$ cat config.mk
export PLATFORM = sky130hd
export DESIGN_NAME = xor_parity_acc
export DESIGN_NICKNAME = d
export VERILOG_FILES = /design/src/rtl/xor_parity_acc.sv
export SDC_FILE = /design/constraint.sdc
export NUM_CORES = 1
export LEC_CHECK = 0
export CAP_MARGIN = 20
export CORE_MARGIN = 2
export CORE_UTILIZATION = 45
export CTS_CLUSTER_DIAMETER = 60
export DETAILED_ROUTE_END_ITERATION = 8
export GPL_TIMING_DRIVEN = 1
export PLACE_DENSITY = 0.8
export SYNTH_ARGS = -nofsm -noshare
export SYNTH_HDL_FRONTEND = slang
export SYNTH_SLANG_ARGS = --single-unit
$ cat constraint.sdc
create_clock -name CLK -period 1.9 [get_ports CLK]
set_input_delay 0.38 -clock CLK [delete_from_list [all_inputs] [get_ports CLK]]
set_output_delay 0.38 -clock CLK [all_outputs]
set_load 0.02 [all_outputs]
$ cat src/rtl/xor_parity_acc.sv
// xor_parity_acc: serial XOR parity accumulator.
// Bits on A are consumed when B=1 while a frame is in progress. After
// FRAME_LEN bits the running XOR is latched into PAR and DONE pulses for one
// cycle.
// Optional feature macro: XOR_PARITY_CHECK_EN. When defined, one more valid
// bit is taken after the data bits as the received parity bit. That bit is
// compared against F and the result is reported on ERR in the DONE cycle.
// Without the macro there is no CHECK state and ERR is tied low.
//
// Handshake: START is a request sampled only in IDLE. A is a data bit
// qualified by B; a bit is consumed on a rising edge where B=1 and the FSM
// is in ACCUM (or CHECK). With B=0 the frame stalls indefinitely. There is
// no backpressure towards the source.
//
// o_dbg_state exposes the FSM state encoding:
//   0 = IDLE, 1 = ACCUM, 2 = CHECK, 3 = DONE_ST.
module xor_parity_acc #(
  parameter int FRAME_LEN = 8
) (
  input  logic       CLK,
  input  logic       RST,
  input  logic       START,
  input  logic       A,
  input  logic       B,
  output logic       F,
  output logic       PAR,
  output logic       DONE,
  output logic       BUSY,
  output logic [7:0] CNT,
  output logic       ERR,
  output logic [1:0] o_dbg_state
);

  // Index of the last data bit: the bit consumed while CNT equals it
  // completes the data portion of the frame.
  localparam logic [7:0] LAST_IDX = 8'(FRAME_LEN - 1);

`ifdef XOR_PARITY_CHECK_EN
  typedef enum logic [1:0] {
    IDLE    = 2'd0,
    ACCUM   = 2'd1,
    CHECK   = 2'd2,
    DONE_ST = 2'd3
  } state_t;
`else
  typedef enum logic [1:0] {
    IDLE    = 2'd0,
    ACCUM   = 2'd1,
    DONE_ST = 2'd3
  } state_t;
`endif

  state_t     r_state;
  state_t     w_state_nxt;
  logic       r_f;
  logic       r_par;
  logic [7:0] r_cnt;
  logic       w_start_frame;
  logic       w_consume;
  logic       w_enter_done;
  logic       w_par_load;

  // Next-state logic plus the per-cycle strobes the datapath uses.
  always_comb begin
    w_state_nxt   = r_state;
    w_start_frame = 1'b0;
    w_consume     = 1'b0;
    w_enter_done  = 1'b0;
    unique case (r_state)
      IDLE: begin
        if (START) begin
          w_start_frame = 1'b1;
          w_state_nxt   = ACCUM;
        end
      end
      ACCUM: begin
        if (B) begin
          w_consume = 1'b1;
          if (r_cnt == LAST_IDX) begin
`ifdef XOR_PARITY_CHECK_EN
            w_state_nxt = CHECK;
`else
            w_state_nxt  = DONE_ST;
            w_enter_done = 1'b1;
`endif
          end
        end
      end
`ifdef XOR_PARITY_CHECK_EN
      CHECK: begin
        // The received parity bit is not a data bit. It moves the FSM on,
        // but it does not touch F or CNT.
        if (B) begin
          w_state_nxt  = DONE_ST;
          w_enter_done = 1'b1;
        end
      end
`endif
      DONE_ST: begin
        // START is deliberately ignored here. A new frame can only begin
        // from IDLE on the following cycle.
        w_state_nxt = IDLE;
      end
      default: begin
        w_state_nxt = IDLE;
      end
    endcase
  end

  // Value PAR captures on entry to DONE_ST. Without the check stage, this
  // includes the last data bit consumed on that same edge.
`ifdef XOR_PARITY_CHECK_EN
  assign w_par_load = r_f;
`else
  assign w_par_load = r_f ^ A;
`endif

  // State register.
  always_ff @(posedge CLK or posedge RST) begin
    if (RST) begin
      r_state <= IDLE;
    end else begin
      r_state <= w_state_nxt;
    end
  end

  // Running XOR and bit counter. Both clear only at a frame start, so they
  // hold their final values through DONE_ST and the following IDLE cycles.
  always_ff @(posedge CLK or posedge RST) begin
    if (RST) begin
      r_f   <= 1'b0;
      r_cnt <= 8'd0;
    end else if (w_start_frame) begin
      r_f   <= 1'b0;
      r_cnt <= 8'd0;
    end else if (w_consume) begin
      r_f   <= r_f ^ A;
      r_cnt <= r_cnt + 8'd1;
    end
  end

  // Final parity, updated only when a frame actually completes.
  always_ff @(posedge CLK or posedge RST) begin
    if (RST) begin
      r_par <= 1'b0;
    end else if (w_enter_done) begin
      r_par <= w_par_load;
    end
  end

`ifdef XOR_PARITY_CHECK_EN
  logic r_err;

  // Mismatch flag: set for the DONE cycle only, cleared on every other edge.
  always_ff @(posedge CLK or posedge RST) begin
    if (RST) begin
      r_err <= 1'b0;
    end else if (w_enter_done) begin
      r_err <= r_f ^ A;
    end else begin
      r_err <= 1'b0;
    end
  end

  assign ERR  = r_err;
  assign BUSY = (r_state == ACCUM) || (r_state == CHECK);
`else
  assign ERR  = 1'b0;
  assign BUSY = (r_state == ACCUM);
`endif

  assign F           = r_f;
  assign PAR         = r_par;
  assign CNT         = r_cnt;
  assign DONE        = (r_state == DONE_ST);
  assign o_dbg_state = r_state;

endmodule

# After elaboration in Yosys (flattened, before gate mapping)
# Cells that the tools add are included.
[classes]
div = 0
mux = 15
add_sub_neg = 1
mul = 0
shifts = 0
n_eq_ne = 6
bitwise_logic = 1
magnitude_cmp = 0
reduce_logical = 3
[ops]
columns = ["op", "count"]
rows = [
  ["two-way mux 8 bit", 2],
  ["two-way mux 1 bit", 9],
  ["adder 8 x 1 -> 8 bit (second input constant)", 1],
  ["== test 8 x 3 -> 1 bit (second input constant)", 1],
  ["two-way mux 2 bit", 3],
  ["inequality test 2 bit (second input constant)", 2],
  ["one-hot mux 2 bit (2 select lines)", 1],
  ["AND reduction 3 bit", 1],
  ["== test 2 x 1 -> 1 bit (second input constant)", 1],
  ["== test 2 bit (second input constant)", 1],
  ["logical NOT 2 bit", 1],
  ["inequality test 2 x 1 -> 1 bit (second input constant)", 1],
  ["nonzero test 2 bit", 1],
  ["bitwise XOR 1 bit", 1],
]
[totals]
regBits = 12
latch_bits = 0
ramBits = 0
rom_bits = 0
elab_cells = 30
mem_count = 0
out_inout_bits = 15
input_bits = 5

# Longest topological paths before layout
[logic_depth]
depth_word = 4
depth_mapped = 5
mapped_depth_nobuf = 4

# Worst setup path before layout
# No wires, ideal clock.
[synth_path]
kind = "register to register"
from = "register r_cnt[0], in the netlist CNT[0]"
to = "register r_cnt[6], in the netlist CNT[6]"
path_stages_with_launch = 5
path_buffers = 0
setup_time_ns = 0.078
required_ns = 1.822
t_arrival_ns = 1.523
setup_slack_ns = 0.299
period_less_slack_ns = 1.601
cell_sequence = "dfrtp_1 ha_1 nand4b_4 or4_1 a21oi_1"
[synth_between]
elab_chain_len = 3
[synth_rtl]
columns = ["element", "line", "source"]
rows = [
  ["start: declaration", "57", "logic [7:0] r_cnt;"],
  ["start signal: assignment", "138", "r_cnt <= r_cnt + 8'd1;"],
  ["adder 8 x 1 -> 8 bit", "138", ""],
  ["two-way mux 8 bit", "136", "end else if (w_consume) begin"],
  ["two-way mux 8 bit", "133", "end else if (w_start_frame) begin"],
]
# No other way between the ends. The select of a mux whose other input is x is not followed.
# A chain may end at the register's enable or synchronous reset.

# Final worst setup path
[layout_path]
from = "register r_cnt[3], in the netlist CNT[3]"
to = "output port CNT[3]"
[layout_rtl]
columns = ["element", "line", "source"]
rows = [
  ["end: declaration", "29", "output logic [7:0] CNT,"],
]
# No word-level cell between the ends.

==> flow_summary.yaml <==
clock_network:
  cts.root.buffer_cell: "clkbuf_4"
  cts_resized: 1
  clk_path_buf_depth: 2
  clkTransAtPathRegs_ps: 80
  cts_inserted_buffers: 3
  clock-sinks: 12
  insertion_delay_ps: 280
  cts_hold_buf: 0
  tritoncts: "yes"
  post-cts-setup-buffer-count: 0
  cts.htree.levels: 1
sta:
  totalNegativeSetupSlack_ps: 0
  timing.final.crit_share_pct: 93.66
  fmax_mhz: 562.0
  number_of_max_slew_violations_in_the_final_report: 0
  clock_skew_ps: 5.795
  final_period_minus_worst_setup_slack_ps: 1779
  timing_hold_violations_final: 0
  worst_hold_slack_ps: 408.3
  setup_violations_final: 0
  rsz0062_at_grt: "false"
synthesis:
  dominant_combinational_cell_family_by_area_after_synthesis: "simple AND/OR/NAND/NOR gates"
  seq_area_frac_synth_pct: 44.36
  synth_compound_gate_area_share_pct: 10.72
  synth_cell_type_count: 29
  synth_edf_count: 0
  ys.warnings.count: 0
  yosys-mux-area-fraction_pct: 2.957
  post_synth_instance_area_um2: 676.9
  synth_top_area_share_pct: 44.36
  post_syn_nets: 70
  cell_types_with_the_highest_counts_after_synthesis: "dfrtp_1 (12), nand2_1 (6), nor2_1 (5), a21oi_1 (3), xnor2_1 (3)"
  synth_ff_type: "dfrtp_1"
  synth-adder-area-share_pct: 1.848
  syn_inst: 64
  avgSynthCellArea_um2: 10.58
  synth.largest_area_cell: "dfrtp_1"
  yosys.cell_count.top_type: "dfrtp_1"
  async_set_reset_flop_share_out_of_synthesis_pct: 100.0
  synth-xor-area-share_pct: 5.176
  yosys.area_share.simple_pct: 29.57
  synth_area_leaders: "dfrtp_1 (44%), nand4b_4 (7.0%), o41ai_2 (4.8%)"
  synth.ff_latch_count: 12
flow_run:
  max_cap_viol: 0
routing:
  avgViaCountPerCell: 5.490
  drt-initial-drc-count: 10
  detail_route.wirelength_um: 1424
  routed-via-count: 560
  antenna_violating_nets_post_route: 0
  firstDrtPassIters: 4
  routedWlPerCell_um: 13.96
  remaining_drc_errors: 0
final_layout:
  antenna_cells_inserted: 0
  finish.utilization_pct: 68.95
  layout-drive-gt1-share_pct: 18.39
  syn_to_final_growth_pct: 37.52
  finalNetCount: 94
setup_path:
  start_kind: "register"
  crit_buf_inv: 1
  worstPathMaxFanout: 8
  critical_path.endpoint_type: "primary output"
  path_class: "register to primary output"
  crit_arrival_ps: 1400
  worstPathRequired_ps: 1520
  cpPeakStageDelay_ps: 650
  path_cells: "clkdlybuf4s50_1"
  cell_class_contributing_the_biggest_share_of_worst_path_delay: "buffers and inverters"
  cpMaxStageDelayCell: "clkdlybuf4s50_1"
grt:
  first_global_vias: 555
  grt_util_all_layers_pct: 18.25
  grt_start_max_net_pins: 13
  antenna_found_initial: 0
  grt_pass1_wl_um: 2442
  grt_remaining_overflow: 0
status:
  status: "finished clean"
power_and_ir_drop:
  leak_pwr_nw: 0.3955
  finalPower_mw: 1.322
  power.density_nw_per_um2: 1420
  vdd_ir_drop_max_uv: 860.2
placement:
  numPortBuffers: 18
  dp_hpwl_um: 1038
  place_congestion: 0.7824
die:
  io_pins: 20
  std_cell_rows: 13
  chipHeight_um: 42.79
  core_outline_area_um2: 1350
  die_outline_area_um2: 1831
  initial_core_util_pct: 50.14
  floorplan.die.width_um: 42.79
worst_hold_path:
  holdCritPathClass: "input pin to asynchronous set/reset pin"
==> layout by cell type, fill, tap and decap left out, drive strengths merged, types with 2 or more instances in the layout <==
cell / instances
clkdlybuf4s50: 16
dfrtp: 12
nand2: 6
nor2: 5
buf: 5
clkbuf: 4
xnor2: 3
a21oi: 3
nand4b: 3
or4: 3
nand3: 2
inv: 2
o41ai: 2
nor3: 2
mux2i: 2
o31ai: 2
nand4: 2
o21ai: 2
dlymetal6s2s: 2
==> stage by stage <==
step / std cells / worst slack [ps] / instance area [um^2]
after floorplan: 64 / 298.7 / 676.9
after global placement: 98 / 116.8 / 888.4
after detailed placement: 98 / 100.1 / 888.4
after CTS: 102 / 37.17 / 925.9
after global routing: 102 / 64.01 / 930.9
final: 102 / 120.6 / 930.9
==> logic make-up after synthesis <==
logic type	after synthesis
other	1
DFF	12
and+or+nand+nor	29
xor gates and xnor gates	4
buffers and inverters	6
muxes	2
adders and majority gates	1
AOI/OAI and AO/OA	9
==> flip-flops by register name (all words and copies together) (netlist names) <==
name / flops
F: 1
o_dbg_state: 2
CNT: 8
PAR: 1
==> final cells by class <==
class | instances | area (um^2)
Clock buffer | 4 | 36.28
Fill cell | 105 | 419.2
Inverter | 2 | 7.507
Multi-Input combinational cell | 46 | 344.1
Sequential cell | 12 | 301.5
Tap cell | 15 | 18.77
Timing Repair Buffer | 23 | 222.7
==> where the power goes <==
part           switching, mW  total (mW)  internal (mW)
registers              0.108       0.446          0.338
logic                  0.344       0.673          0.329
clock network         0.0863       0.203          0.117
total                  0.538        1.32          0.784
==> routing by layer <==
| layer | wire length (um) | vias up | track usage (%) |
|---|---|---|---|
| met5 | 0 | - | 0 |
| met4 | 23 | 0 | 11.25 |
| met3 | 89 | 4 | 3.830 |
| met2 | 676 | 21 | 28.48 |
| met1 | 634 | 258 | 22.69 |
| li1 | - | 277 | - |
==> final timing paths <==
check,startpoint,end,slack [ps],depth (start not counted)
min in group CLK,PAR,PAR,510,2
worst max register to register,CNT[0],CNT[6],300,4
worst min register to register,PAR,PAR,510,2
max in group asynchronous,RST,o_dbg_state[1],1150,2
worst min-delay path,RST,CNT[4],410,2
worst max-delay path,CNT[3],CNT[3],120,1
(Power assumes the default switching activity.)
